File: config.mk
export PLATFORM = sky130hd
export DESIGN_NAME = spi_arbiter
export DESIGN_NICKNAME = d
export VERILOG_FILES = /design/src/rtl/spi_arbiter.sv
export SDC_FILE = /design/constraint.sdc
export NUM_CORES = 1
export LEC_CHECK = 0
export ABC_AREA = 1
export BUFFER_PORTS_ARGS = -buffer_cell sky130_fd_sc_hd__buf_2
export CORE_MARGIN = 1.5
export CORE_UTILIZATION = 40
export DETAILED_ROUTE_END_ITERATION = 7
export GPL_TIMING_DRIVEN = 0
export PLACE_DENSITY_LB_ADDON = 0.1
export SETUP_SLACK_MARGIN = 0.3
export SYNTH_ARGS = -nofsm -noshare
export SYNTH_HDL_FRONTEND = slang
export SYNTH_SLANG_ARGS = --single-unit
File: constraint.sdc
create_clock -name clk -period 3.1 [get_ports clk]
set_input_delay 0.465 -clock clk [delete_from_list [all_inputs] [get_ports clk]]
set_output_delay 0.465 -clock clk [all_outputs]
set_load 0.005 [all_outputs]
File: src/rtl/spi_arbiter.sv
// spi_arbiter
//   Shares one SPIMaster between NREQ requesters. Requests are granted
//   round-robin. Each grant issues exactly one stb_wr and waits for stb_rdy.
//   The received word is then returned with a one-cycle ack. A guard gap
//   follows, so the master's CS deasserts before the next frame.
//
// Ports
//   clk, reset        system clock, synchronous active-high reset
//   req               per-requester request level (held until ack)
//   req_data          packed outgoing words, requester i at [i*TO_SPI_BITS +: TO_SPI_BITS]
//   req_len           packed frame bit counts, requester i at [i*LEN_W +: LEN_W]
//   ack               one-hot, one-cycle completion pulse
//   rsp_data          received word, valid with ack and held afterwards
//   rsp_timeout       qualifies ack as a timeout completion
//   busy              high whenever the arbiter is not idle
//   m_stb_wr          frame start strobe to the master
//   m_stb_rdy         frame complete strobe from the master
//   m_to_spi_data     outgoing word to the master
//   m_total_len       frame length to the master
//   m_from_spi_data   incoming word from the master
//
// Build option
//   SPI_ARB_TIMEOUT_EN  when defined, WAIT gives up after TIMEOUT cycles and
//                       completes with rsp_timeout=1 and rsp_data=0.
//                       When undefined, rsp_timeout is tied low.

module spi_arbiter #(
    parameter int unsigned NREQ          = 4,
    parameter int unsigned TO_SPI_BITS   = 8,
    parameter int unsigned FROM_SPI_BITS = 8,
    parameter int unsigned LEN_W         = $clog2(TO_SPI_BITS + FROM_SPI_BITS),
    parameter int unsigned GAP           = 64,
    parameter int unsigned TIMEOUT       = 4096
) (
    input  logic                          clk,
    input  logic                          reset,
    input  logic [NREQ-1:0]               req,
    input  logic [NREQ*TO_SPI_BITS-1:0]   req_data,
    input  logic [NREQ*LEN_W-1:0]         req_len,
    output logic [NREQ-1:0]               ack,
    output logic [FROM_SPI_BITS-1:0]      rsp_data,
    output logic                          rsp_timeout,
    output logic                          busy,
    output logic                          m_stb_wr,
    input  logic                          m_stb_rdy,
    output logic [TO_SPI_BITS-1:0]        m_to_spi_data,
    output logic [LEN_W-1:0]              m_total_len,
    input  logic [FROM_SPI_BITS-1:0]      m_from_spi_data
);

    localparam int unsigned IDX_W = $clog2(NREQ);
    localparam int unsigned GAP_W = $clog2(GAP + 1);

    typedef enum logic [2:0] {
        S_IDLE,
        S_ISSUE,
        S_WAIT,
        S_DONE,
        S_GAP
    } state_t;

    state_t                   state, state_n;
    logic [IDX_W-1:0]         ptr, ptr_n;          // last grant, doubles as grant index
    logic [GAP_W-1:0]         gap_cnt, gap_cnt_n;
    logic [NREQ-1:0]          ack_n;
    logic [FROM_SPI_BITS-1:0] rsp_data_n;
    logic                     busy_n;
    logic                     stb_wr_n;
    logic [TO_SPI_BITS-1:0]   to_data_n;
    logic [LEN_W-1:0]         total_len_n;

    logic                     found;
    logic [IDX_W-1:0]         pick;
    logic [IDX_W-1:0]         cand;
    logic [TO_SPI_BITS-1:0]   pick_data;
    logic [LEN_W-1:0]         pick_len;

`ifdef SPI_ARB_TIMEOUT_EN
    localparam int unsigned TMO_W = $clog2(TIMEOUT + 1);
    logic [TMO_W-1:0]         wait_cnt, wait_cnt_n;
    logic                     timeout_n;
`endif

    // Round-robin search: start one past the last grant and wrap, so the
    // requester just served has the lowest priority on the next pass.
    always_comb begin
        found = 1'b0;
        pick  = ptr;
        cand  = '0;
        for (int unsigned off = 1; off <= NREQ; off++) begin
            cand = IDX_W'((32'(ptr) + off) % NREQ);
            if (!found && req[cand]) begin
                found = 1'b1;
                pick  = cand;
            end
        end
        pick_data = req_data[pick*TO_SPI_BITS +: TO_SPI_BITS];
        pick_len  = req_len[pick*LEN_W +: LEN_W];
    end

    always_comb begin
        state_n     = state;
        ptr_n       = ptr;
        gap_cnt_n   = gap_cnt;
        ack_n       = '0;
        rsp_data_n  = rsp_data;
        stb_wr_n    = 1'b0;
        to_data_n   = m_to_spi_data;
        total_len_n = m_total_len;
`ifdef SPI_ARB_TIMEOUT_EN
        wait_cnt_n  = wait_cnt;
        timeout_n   = 1'b0;
`endif
        case (state)
            S_IDLE: begin
                if (found) begin
                    ptr_n       = pick;
                    to_data_n   = pick_data;
                    total_len_n = pick_len;
                    if (pick_len == '0) begin
                        // Nothing to shift: complete immediately with an empty word.
                        state_n     = S_DONE;
                        ack_n[pick] = 1'b1;
                        rsp_data_n  = '0;
                    end else begin
                        state_n  = S_ISSUE;
                        stb_wr_n = 1'b1;
                    end
                end
            end
            S_ISSUE: begin
                state_n = S_WAIT;
`ifdef SPI_ARB_TIMEOUT_EN
                wait_cnt_n = '0;
`endif
            end
            S_WAIT: begin
                if (m_stb_rdy) begin
                    state_n    = S_DONE;
                    ack_n[ptr] = 1'b1;
                    rsp_data_n = m_from_spi_data;
                end
`ifdef SPI_ARB_TIMEOUT_EN
                else if (wait_cnt == TMO_W'(TIMEOUT - 1)) begin
                    state_n    = S_DONE;
                    ack_n[ptr] = 1'b1;
                    rsp_data_n = '0;
                    timeout_n  = 1'b1;
                end else begin
                    wait_cnt_n = wait_cnt + 1'b1;
                end
`endif
            end
            S_DONE: begin
                state_n   = S_GAP;
                gap_cnt_n = GAP_W'(GAP);
            end
            S_GAP: begin
                // Counter enters at GAP, so leaving when it would reach zero
                // gives exactly GAP cycles in this state.
                gap_cnt_n = gap_cnt - 1'b1;
                if (gap_cnt <= GAP_W'(1)) begin
                    state_n = S_IDLE;
                end
            end
            default: begin
                state_n   = S_GAP;
                gap_cnt_n = GAP_W'(GAP);
            end
        endcase
        busy_n = (state_n != S_IDLE);
    end

    always_ff @(posedge clk) begin
        if (reset) begin
            state         <= S_GAP;
            ptr           <= IDX_W'(NREQ - 1);
            gap_cnt       <= GAP_W'(GAP);
            ack           <= '0;
            rsp_data      <= '0;
            busy          <= 1'b1;
            m_stb_wr      <= 1'b0;
            m_to_spi_data <= '0;
            m_total_len   <= '0;
        end else begin
            state         <= state_n;
            ptr           <= ptr_n;
            gap_cnt       <= gap_cnt_n;
            ack           <= ack_n;
            rsp_data      <= rsp_data_n;
            busy          <= busy_n;
            m_stb_wr      <= stb_wr_n;
            m_to_spi_data <= to_data_n;
            m_total_len   <= total_len_n;
        end
    end

`ifdef SPI_ARB_TIMEOUT_EN
    always_ff @(posedge clk) begin
        if (reset) begin
            wait_cnt    <= '0;
            rsp_timeout <= 1'b0;
        end else begin
            wait_cnt    <= wait_cnt_n;
            rsp_timeout <= timeout_n;
        end
    end
`else
    assign rsp_timeout = 1'b0;
`endif

endmodule

==> flow_summary.json, run 1 <==
{
  "status": "finished, final reports clean",
  "max_freq_mhz": 402,
  "clkTransAtPathRegs_ns": 0.07,
  "wl_um": 5890,
  "synth_seq_cells": 38,
  "async_flop_share_pct": 0,
  "drcViolationCount": 0,
  "cp.required_ns": 3.26,
  "via_per_inst": 4.83,
  "gr-total-overflow": 0,
  "n_antenna_cell": 0,
  "crit_type": "reg -> reg",
  "grt_pass1_vias": 2161,
  "hp-class": "in -> reg",
  "io_buffers": 87,
  "ff_latch_area_sq_um": 764,
  "tns_ns": 0,
  "avgRoutedWirePerCell_um": 11.9,
  "p_per_area_mw_per_mm2": 1130,
  "startpoint_type": "register",
  "synth_nets": 398,
  "final-setup-viol-count": 0,
  "clk_latency_ns": 0.29,
  "synth_area_sq_mm": 0.00220,
  "layout.nets": 492,
  "cap_violations": 0,
  "finClkSkew_ns": 0.00387,
  "ys_types": 36,
  "synth_top_area_cell": "dfxtp_1",
  "grt_antenna_before_repair": 0,
  "tightest_slew_ns": 0.647,
  "die_h_um": 77.2,
  "period_needed_ns": 2.49,
  "post-synth-top-count-cell": "nand2_1",
  "drtIter0Drc": 107,
  "routed-via-count": 2380,
  "core.rowCount": 26,
  "rsz0062_at_grt": "no",
  "cpMaxStageDelayCell": "dfxtp_1",
  "cts_setup_buffers": 0,
  "finalCritPeriodShare_pct": 80.2,
  "synthCells": 329,
  "slew_viol_final": 0,
  "drive_gt1_share_pct": 30.3,
  "crit_family": "simple AND/OR/NAND/NOR gates",
  "ir_drop_uv": 1180,
  "p_leak_nw": 1.51,
  "cp_max_fo": 8,
  "tritoncts": "built",
  "yosys_warnings": 0,
  "fin_area_sq_mm": 0.00285,
  "antenna_left": 0,
  "crit_buf_inv": 2,
  "grt_max_degree": 12,
  "core_sq_mm": 0.00520,
  "gr-usage-all-layers_pct": 20.2,
  "first_pass_iters": 6,
  "cts_buffer_depth": 2,
  "cp.arrival_ns": 2.64,
  "initial_utilization_pct": 42.3,
  "cts_sinks": 38,
  "synth-edff-count": 0,
  "nFillCells": 539,
  "crit_chain": "inv_1 > ha_1 > inv_1 > nand3_1 > nand2_2 > nand2_4 > nand3_2 > nand3_1 > nand2_1 > nand2_1 > nand2_1 > nor2_2 > nand3_2 > nand3_1 > a21oi_1",
  "max_stage_delay_ns": 0.41,
  "slew_headroom_pct": 56.4,
  "synthTopCellsByCount": "nand2_1 (98), dfxtp_1 (38), inv_1 (35)",
  "die_w_um": 77.2,
  "ys_seq_area_share_pct": 34.6,
  "syn2layout_area_growth_pct": 29.4,
  "io_pins": 90,
  "synth.avg_cell_area_sq_um": 6.69,
  "synth_area_leaders": "dfxtp_1 (35%), nand2_1 (17%), nand3_1 (7.1%)",
  "htree_levels": 2,
  "cts_made_buffers": 5,
  "grt_pass1_wl_um": 9740,
  "crit_path_end_kind": "register",
  "placed_area_sq_mm": 0.00272,
  "place.gp.congestion": 0.810,
  "multi_input_area_sq_mm": 0.00127,
  "die-area_sq_mm": 0.00595,
  "synth_top_area_share_pct": 34.6,
  "postCtsHoldBufs": 0,
  "post-dp-hpwl_um": 4540,
  "ys.flop_type": "dfxtp_1",
  "root_buffer": "clkbuf_8",
  "hold_viol_final": 0
}
## flip-flops by register name, summed over array words and instances, names as in the netlist
name and flops:
m_to_spi_data 8, busy 1, m_stb_wr 1, ack 4, m_total_len 4, gap_cnt 7, rsp_data 8, state 3
ptr 2
## cells by family (layout without fill, tap and decap cells)
logic type | after synthesis | after routing | synth area share (%)
AOI/OAI and AO/OA | 50 | 50 | 14.2
xor gates and xnor gates | 2 | 2 | 0.797
adders and majority gates | 6 | 6 | 3.41
buffers and inverters | 45 | 139 | 8.02
DFF | 38 | 38 | 34.6
other | 1 | 1 | 0.170
and+or+nand+nor | 187 | 187 | 38.8
## worst min-delay path: stages
cell and delay, ns:
buf_2 0.10, nand2_1 0.05, a21oi_1 0.05
## area by class of cell
| cell class | instances | area share, % |
|---|---|---|
| plain buffers | 7 | 1.10 |
| multi-input cells | 246 | 44.6 |
| flip-flops and latches | 38 | 26.9 |
| well taps | 70 | 3.08 |
| inverters | 38 | 5.10 |
| repair buffers | 87 | 15.3 |
| clock buffers | 6 | 2.90 |
| clock inverters | 1 | 1.05 |
## through the flow
step / std cells / hold WS [ns] / power, mW / utilization (%) / setup WS, ns
final: 493 / 0.420 / 3.21 / 54.7 / 0.614
after global routing: 493 / 0.415 / 3.54 / 54.7 / 0.309
after CTS: 493 / 0.418 / 3.22 / 54.6 / 0.347
after floorplan: 329 / 0.447 / 2.26 / - / 0.844
after detailed placement: 486 / 0.471 / 2.78 / 52.3 / 0.242
after global placement: 486 / 0.465 / 2.76 / 52.3 / 0.261
## worst paths after layout
kind | startpoint | endpoint | slack [ns] | cells after the start
max | ptr[1] | rsp_data[0] | 0.61 | 15
min | m_from_spi_data[1] | rsp_data[1] | 0.42 | 3
max reg2reg | ptr[1] | rsp_data[0] | 0.61 | 15
min reg2reg | rsp_data[6] | rsp_data[6] | 0.48 | 2
## layout by cell type, fill, tap and decap left out, types with 4 or more instances in the layout
cell type	netlist	final
nand2_1	98	98
buf_2	1	88
dfxtp_1	38	37
inv_1	35	35
nand3_1	31	31
nor2_1	27	26
a21oi_1	15	15
o21ai_0	13	13
nand2_2	8	8
nor2_2	6	7
o221ai_1	6	6
ha_1	6	6
clkbuf_8	0	6
clkbuf_1	5	5
nand3_2	4	4
nand2_4	4	4
## metal layers
metal	global-route usage (%)	vias to the layer above	wire, um
met5	0	-	0
met4	5.27	0	31
met3	4.76	4	274
met2	34.0	63	2830
met1	25.7	1058	2750
li1	-	1255	-
## power by group
group	switching, mW	internal [mW]	total (mW)
Sequential	0.0987	0.627	0.726
Combinational	1.37	0.685	2.06
Clock	0.172	0.257	0.429
Total	1.64	1.57	3.21
## repair_timing
action | CTS | global route
resized for setup | 1 | 3
setup endpoints to repair | 15 | 27
pin swaps | 0 | 0
No activity file was read; power rests on OpenSTA's default activity.
==> run 2, diff against run 1 <==
==> constraint.sdc (replaced) <==
create_clock -name clk -period 2.5 [get_ports clk]
set_input_delay 0.375 -clock clk [delete_from_list [all_inputs] [get_ports clk]]
set_output_delay 0.375 -clock clk [all_outputs]
set_load 0.005 [all_outputs]
==> run 2 against run 1 <==
Compared with the run above: clock-buffer cell count is the same; worst setup slack lost 0.36 ns; largest power group unchanged; highest routed layer unchanged; critical path type unchanged; design area grew 9.4%; worst hold slack lost 0.089 ns.
==> flow_summary.json, run 2 (same netlist as run 1, synthesis figures left out) <==
{
  "status": "finished, final reports clean",
  "cp.arrival_ns": 2.40,
  "crit_path_end_kind": "register",
  "root_buffer": "clkbuf_8",
  "cp_max_fo": 8,
  "first_pass_iters": 4,
  "routed-via-count": 2473,
  "io_buffers": 87,
  "avgRoutedWirePerCell_um": 12.2,
  "place.gp.congestion": 0.783,
  "final-setup-viol-count": 0,
  "die_h_um": 77.2,
  "reg_top3": "m_to_spi_data: 8 flops, rsp_data: 8 flops, gap_cnt: 7 flops",
  "finClkSkew_ns": 0.00460,
  "grt_antenna_before_repair": 0,
  "die_w_um": 77.2,
  "gr-total-overflow": 0,
  "drcViolationCount": 0,
  "crit_type": "reg -> reg",
  "p_leak_nw": 1.60,
  "multi_input_area_sq_mm": 0.00142,
  "cts_buffer_depth": 2,
  "rsz0062_at_grt": "yes",
  "slew_headroom_pct": 56.4,
  "p_per_area_mw_per_mm2": 1540,
  "antenna_left": 0,
  "layout_commonest_cell": "nand2_1",
  "startpoint_type": "register",
  "clk_latency_ns": 0.29,
  "hold_slack_ns": 0.331,
  "final_cell_mix": "nand2_1 (89), buf_2 (88), dfxtp_1 (36), inv_1 (32), nor2_1 (26)",
  "n_antenna_cell": 0,
  "finalCritPeriodShare_pct": 89.8,
  "layout.nets": 505,
  "tightest_slew_ns": 0.647,
  "post-dp-hpwl_um": 4480,
  "met3_usage_pct": 4.29,
  "core.rowCount": 26,
  "period_needed_ns": 2.24,
  "syn2layout_area_growth_pct": 41.5,
  "met2_usage_pct": 35.2,
  "via_per_inst": 4.89,
  "hp-class": "in -> reg",
  "hold_viol_final": 0,
  "grt_pass1_wl_um": 9960,
  "cts_made_buffers": 5,
  "max_freq_mhz": 446,
  "io_pins": 90,
  "cp.required_ns": 2.66,
  "cpMaxStageDelayCell": "dfxtp_4",
  "max_stage_delay_ns": 0.38,
  "tns_ns": 0,
  "drtIter0Drc": 83,
  "grt-busiest-layer": "met2",
  "clkTransAtPathRegs_ns": 0.07,
  "nFillCells": 500,
  "wl_um": 6170,
  "grtUsageMet1_pct": 26.1,
  "cts_sinks": 38,
  "tritoncts": "built",
  "gr-usage-all-layers_pct": 20.7,
  "cap_violations": 0,
  "die-area_sq_mm": 0.00595,
  "ir_drop_uv": 1480,
  "core_sq_mm": 0.00520,
  "slew_viol_final": 0,
  "initial_utilization_pct": 42.3,
  "finalPower_mw": 4.78,
  "ff_latch_area_sq_um": 768,
  "drive_gt1_share_pct": 38.1,
  "grt_pass1_vias": 2278,
  "grt_max_degree": 12,
  "htree_levels": 2,
  "crit_chain": "inv_8 > ha_4 > inv_4 > nand3_2 > nand2_1 > inv_2 > nand2_4 > nand2_4 > nand2_4 > nand2_2 > nand2_1 > nand2_1 > nand2_2 > nor2_4 > buf_6 > nand3_4 > nand3_1 > a21oi_1"
}
run 2: changes by cell type in the layout (fill, tap and decap cells not counted), moves of 2 or more:
cell | before | now
buf_4 | 1 | 12
nand2_1 | 98 | 89
inv_1 | 35 | 32
nand3_4 | 0 | 2
buf_6 | 0 | 2
nor2_2 | 7 | 5
nor2_4 | 1 | 3
nand3_1 | 31 | 23
nand3_2 | 4 | 10
nand2_2 | 8 | 14
nand2_8 | 0 | 2
run 2: per-stage QoR:
stage	area (sq um)	worst slack, ns	instances	utilization [%]
2_1_floorplan	2200	0.365	329	-
3_5_place_dp	2720	-0.188	486	52.3
4_1_cts	2970	0.266	500	57.0
5_1_grt	3110	0.120	506	59.8
3_3_place_gp	2720	-0.147	486	52.3
6_report	3110	0.256	506	59.8
run 2: per-layer routing:
layer / routed length [um] / vias up / part of all wire (%)
met3: 357 / 7 / 5.8
li1: - / 1276 / -
met1: 2800 / 1106 / 45
met4: 95 / 0 / 1.5
met5: 0 / - / 0
met2: 2920 / 84 / 47
run 2: power by group:
group	internal (mW)	switching, mW	total [mW]
logic	1.30	2.06	3.36
clock network	0.319	0.210	0.529
registers	0.781	0.112	0.893
run 2: what timing repair did:
| item | in CTS | in global routing |
|---|---|---|
| setup endpoints to repair | 29 | 28 |
| pin swaps | 14 | 16 |
| setup buffers | 7 | 6 |
| resized for setup | 21 | 26 |
| hold buffers | 0 | 0 |
| cloned | 0 | 0 |
run 2: layout make-up:
class | instances | area share [%]
clock inverters | 1 | 0.965
repair buffers | 100 | 17.4
flip-flops and latches | 38 | 24.7
plain buffers | 7 | 1.05
clock buffers | 6 | 2.65
well taps | 70 | 2.81
inverters | 38 | 4.98
multi-input cells | 246 | 45.5
run 2: worst max-delay path: cells and delay by family, from the launching register on:
kind                       cells  cell delay [ns]
adders and majority gates      1             0.28
buffers and inverters          4             0.33
DFF                            1             0.38
AOI/OAI and AO/OA              1             0.07
and+or+nand+nor               12             1.06
run 2: worst paths after layout:
kind / end / depth (start not counted) / from / slack, ns
max reg2reg: rsp_data[5] / 18 / ptr[0] / 0.26
min: rsp_data[3] / 3 / m_from_spi_data[3] / 0.33
min reg2reg: rsp_data[7] / 2 / rsp_data[7] / 0.47
max: rsp_data[5] / 18 / ptr[0] / 0.26
==> run 3, diff against run 2 <==
--- a/config.mk
+++ b/config.mk
@@ -8,10 +8,10 @@
 export ABC_AREA = 1
 export BUFFER_PORTS_ARGS = -buffer_cell sky130_fd_sc_hd__buf_2
 export CORE_MARGIN = 1.5
-export CORE_UTILIZATION = 40
+export CORE_UTILIZATION = 45
 export DETAILED_ROUTE_END_ITERATION = 7
 export GPL_TIMING_DRIVEN = 0
-export PLACE_DENSITY_LB_ADDON = 0.1
+export PLACE_DENSITY = 0.75
 export SETUP_SLACK_MARGIN = 0.3
 export SYNTH_ARGS = -nofsm -noshare
 export SYNTH_HDL_FRONTEND = slang
==> constraint.sdc (replaced) <==
create_clock -name clk -period 2.38 [get_ports clk]
set_input_delay 0.357 -clock clk [delete_from_list [all_inputs] [get_ports clk]]
set_output_delay 0.357 -clock clk [all_outputs]
set_load 0.005 [all_outputs]
==> run 3 against run 2 <==
Compared with the run above: power increased by 8.4%; largest power group unchanged; register-to-register slack got worse by 0.09 ns; worst hold slack got worse by 0.0036 ns; sequential share of layout area decreased by 1.2 points; worst setup slack got worse by 0.091 ns; highest routed layer unchanged; largest cell class unchanged; via count increased by 0.81%.
==> flow_summary.json, run 3 (same netlist as run 1, synthesis figures left out) <==
{
  "p_per_area_mw_per_mm2": 1580,
  "ir_drop_uv": 1360,
  "crit_buf_inv": 2,
  "tightest_slew_ns": 0.649,
  "clk_latency_ns": 0.28,
  "whs_path_depth": 3,
  "io_buffers": 87,
  "max_freq_mhz": 451,
  "drcViolationCount": 0,
  "post-dp-hpwl_um": 4230,
  "hold_slack_ns": 0.327,
  "slew_headroom_pct": 56.3,
  "finalPower_mw": 5.18,
  "worst_hold_startpoint": "m_from_spi_data[1]",
  "core_sq_mm": 0.00472,
  "met2_length_um": 3040,
  "met3_length_um": 342,
  "slew_viol_final": 0,
  "layout.nets": 508,
  "startpoint_type": "register",
  "htree_levels": 2,
  "placed_area_sq_mm": 0.00272,
  "gr-usage-all-layers_pct": 21.0,
  "via_per_inst": 4.92,
  "hold_path_end": "rsp_data[1]",
  "wl_um": 5980,
  "place.gp.congestion": 0.837,
  "critical_path.most_common_cell": "nand2_1",
  "crit_chain": "buf_8 > nand2_1 > nand3_2 > nand2_4 > nand2_8 > nand2_8 > nand2_8 > nand2_4 > nand2_1 > nand2_1 > nand2_1 > nand2_2 > nor2_4 > buf_6 > nand3_4 > nand3_2 > a21oi_2",
  "reg_top3": "m_to_spi_data: 8 flops, rsp_data: 8 flops, gap_cnt: 7 flops",
  "grt_pass1_wl_um": 8890,
  "grt_max_degree": 12,
  "p_leak_nw": 1.62,
  "r2r_cells": 17,
  "nFillCells": 381,
  "grt_pass1_vias": 2035,
  "tns_ns": 0,
  "cts_buffer_depth": 2,
  "die_w_um": 72.9,
  "place_ws_ns": -0.135,
  "cts_made_buffers": 5,
  "crit_type": "reg -> reg",
  "syn2layout_area_growth_pct": 48.6,
  "crit_family": "simple AND/OR/NAND/NOR gates",
  "top_layer": "met4",
  "rsz0062_at_grt": "yes",
  "r2r-end": "rsp_data[3]",
  "drtIter0Drc": 129,
  "finClkSkew_ns": 0.00774,
  "cp.arrival_ns": 2.36,
  "fin_ws_ns": 0.165,
  "n_antenna_cell": 0,
  "die_h_um": 72.9,
  "avgRoutedWirePerCell_um": 11.8,
  "cap_violations": 0,
  "core.rowCount": 25,
  "cp.required_ns": 2.53,
  "clkTransAtPathRegs_ns": 0.08,
  "crit_path_end_kind": "register",
  "cp_max_fo": 8,
  "final-setup-viol-count": 0,
  "grt_antenna_before_repair": 0,
  "cpMaxStageDelayCell": "dfxtp_4",
  "antenna_left": 0,
  "status": "finished, final reports clean",
  "die-area_sq_mm": 0.00532,
  "layout_commonest_cell": "nand2_1",
  "hold_viol_final": 0,
  "routed-via-count": 2493,
  "cts_sinks": 38,
  "met1Wirelength_um": 2530,
  "fin_area_sq_mm": 0.00327,
  "initial_utilization_pct": 46.6,
  "period_needed_ns": 2.22,
  "finalCritPeriodShare_pct": 93.1,
  "gr-total-overflow": 0,
  "root_buffer": "clkbuf_8",
  "first_pass_iters": 5,
  "io_pins": 90,
  "drive_gt1_share_pct": 41.4,
  "r2r_slack_ns": 0.16,
  "tritoncts": "built",
  "r2r-start": "ptr[0]",
  "max_stage_delay_ns": 0.39,
  "hp-class": "in -> reg",
  "final_cell_mix": "nand2_1 (88), buf_2 (87), dfxtp_1 (36), inv_1 (32), nor2_1 (23)"
}
==> run 3: how the worst max path moves through the flow <==
stage / from / endpoint / slack, ns / cells after the start
finish: ptr[0] / rsp_data[3] / 0.16 / 17
global route: ptr[0] / rsp_data[3] / 0.04 / 17
CTS: ptr[0] / ack[0] / 0.19 / 17
detailed placement: ptr[1] / m_to_spi_data[6] / -0.14 / 12
global placement: ptr[1] / m_to_spi_data[3] / -0.1 / 12
floorplan: ptr[0] / rsp_data[7] / 0.28 / 16
==> run 3: layout make-up <==
type / count / area (sq um) / area share [%]
Multi-Input combinational cell: 246 / 1540 / 47.1
Buffer: 7 / 45.0 / 1.38
Clock buffer: 7 / 86.3 / 2.64
Inverter: 38 / 165 / 5.05
Sequential cell: 38 / 768 / 23.5
Clock inverter: 1 / 5.00 / 0.153
Tap cell: 67 / 83.8 / 2.56
Timing Repair Buffer: 103 / 574 / 17.6
==> run 3: worst min-delay path: stages <==
cell and delay (ns):
buf_2 0.10, nand2_1 0.05, a21oi_1 0.05
==> run 3: metrics by stage <==
stage,cells,utilization (%)
after floorplan,329,-
after global placement,483,57.6
after detailed placement,483,57.6
after CTS,502,63.3
after global routing,507,69.2
final,507,69.2
==> run 3: report_power, final <==
group	switching (mW)	internal, mW
clock network	0.214	0.234
registers	0.123	0.821
logic	2.28	1.50
total	2.62	2.56
==> run 3: what timing repair did <==
action | CTS | global route
setup endpoints to repair | 29 | 29
hold buffers | 0 | 0
gates resized for setup | 23 | 64
pin swaps | 14 | 23
setup buffers | 11 | 5
==> run 3: routing by layer <==
metal  GRT usage (%)  vias to the layer above
met2            35.4                       95
met1            27.4                     1105
met4            4.61                        0
li1                -                     1287
met3            4.83                        6
met5               0                        -
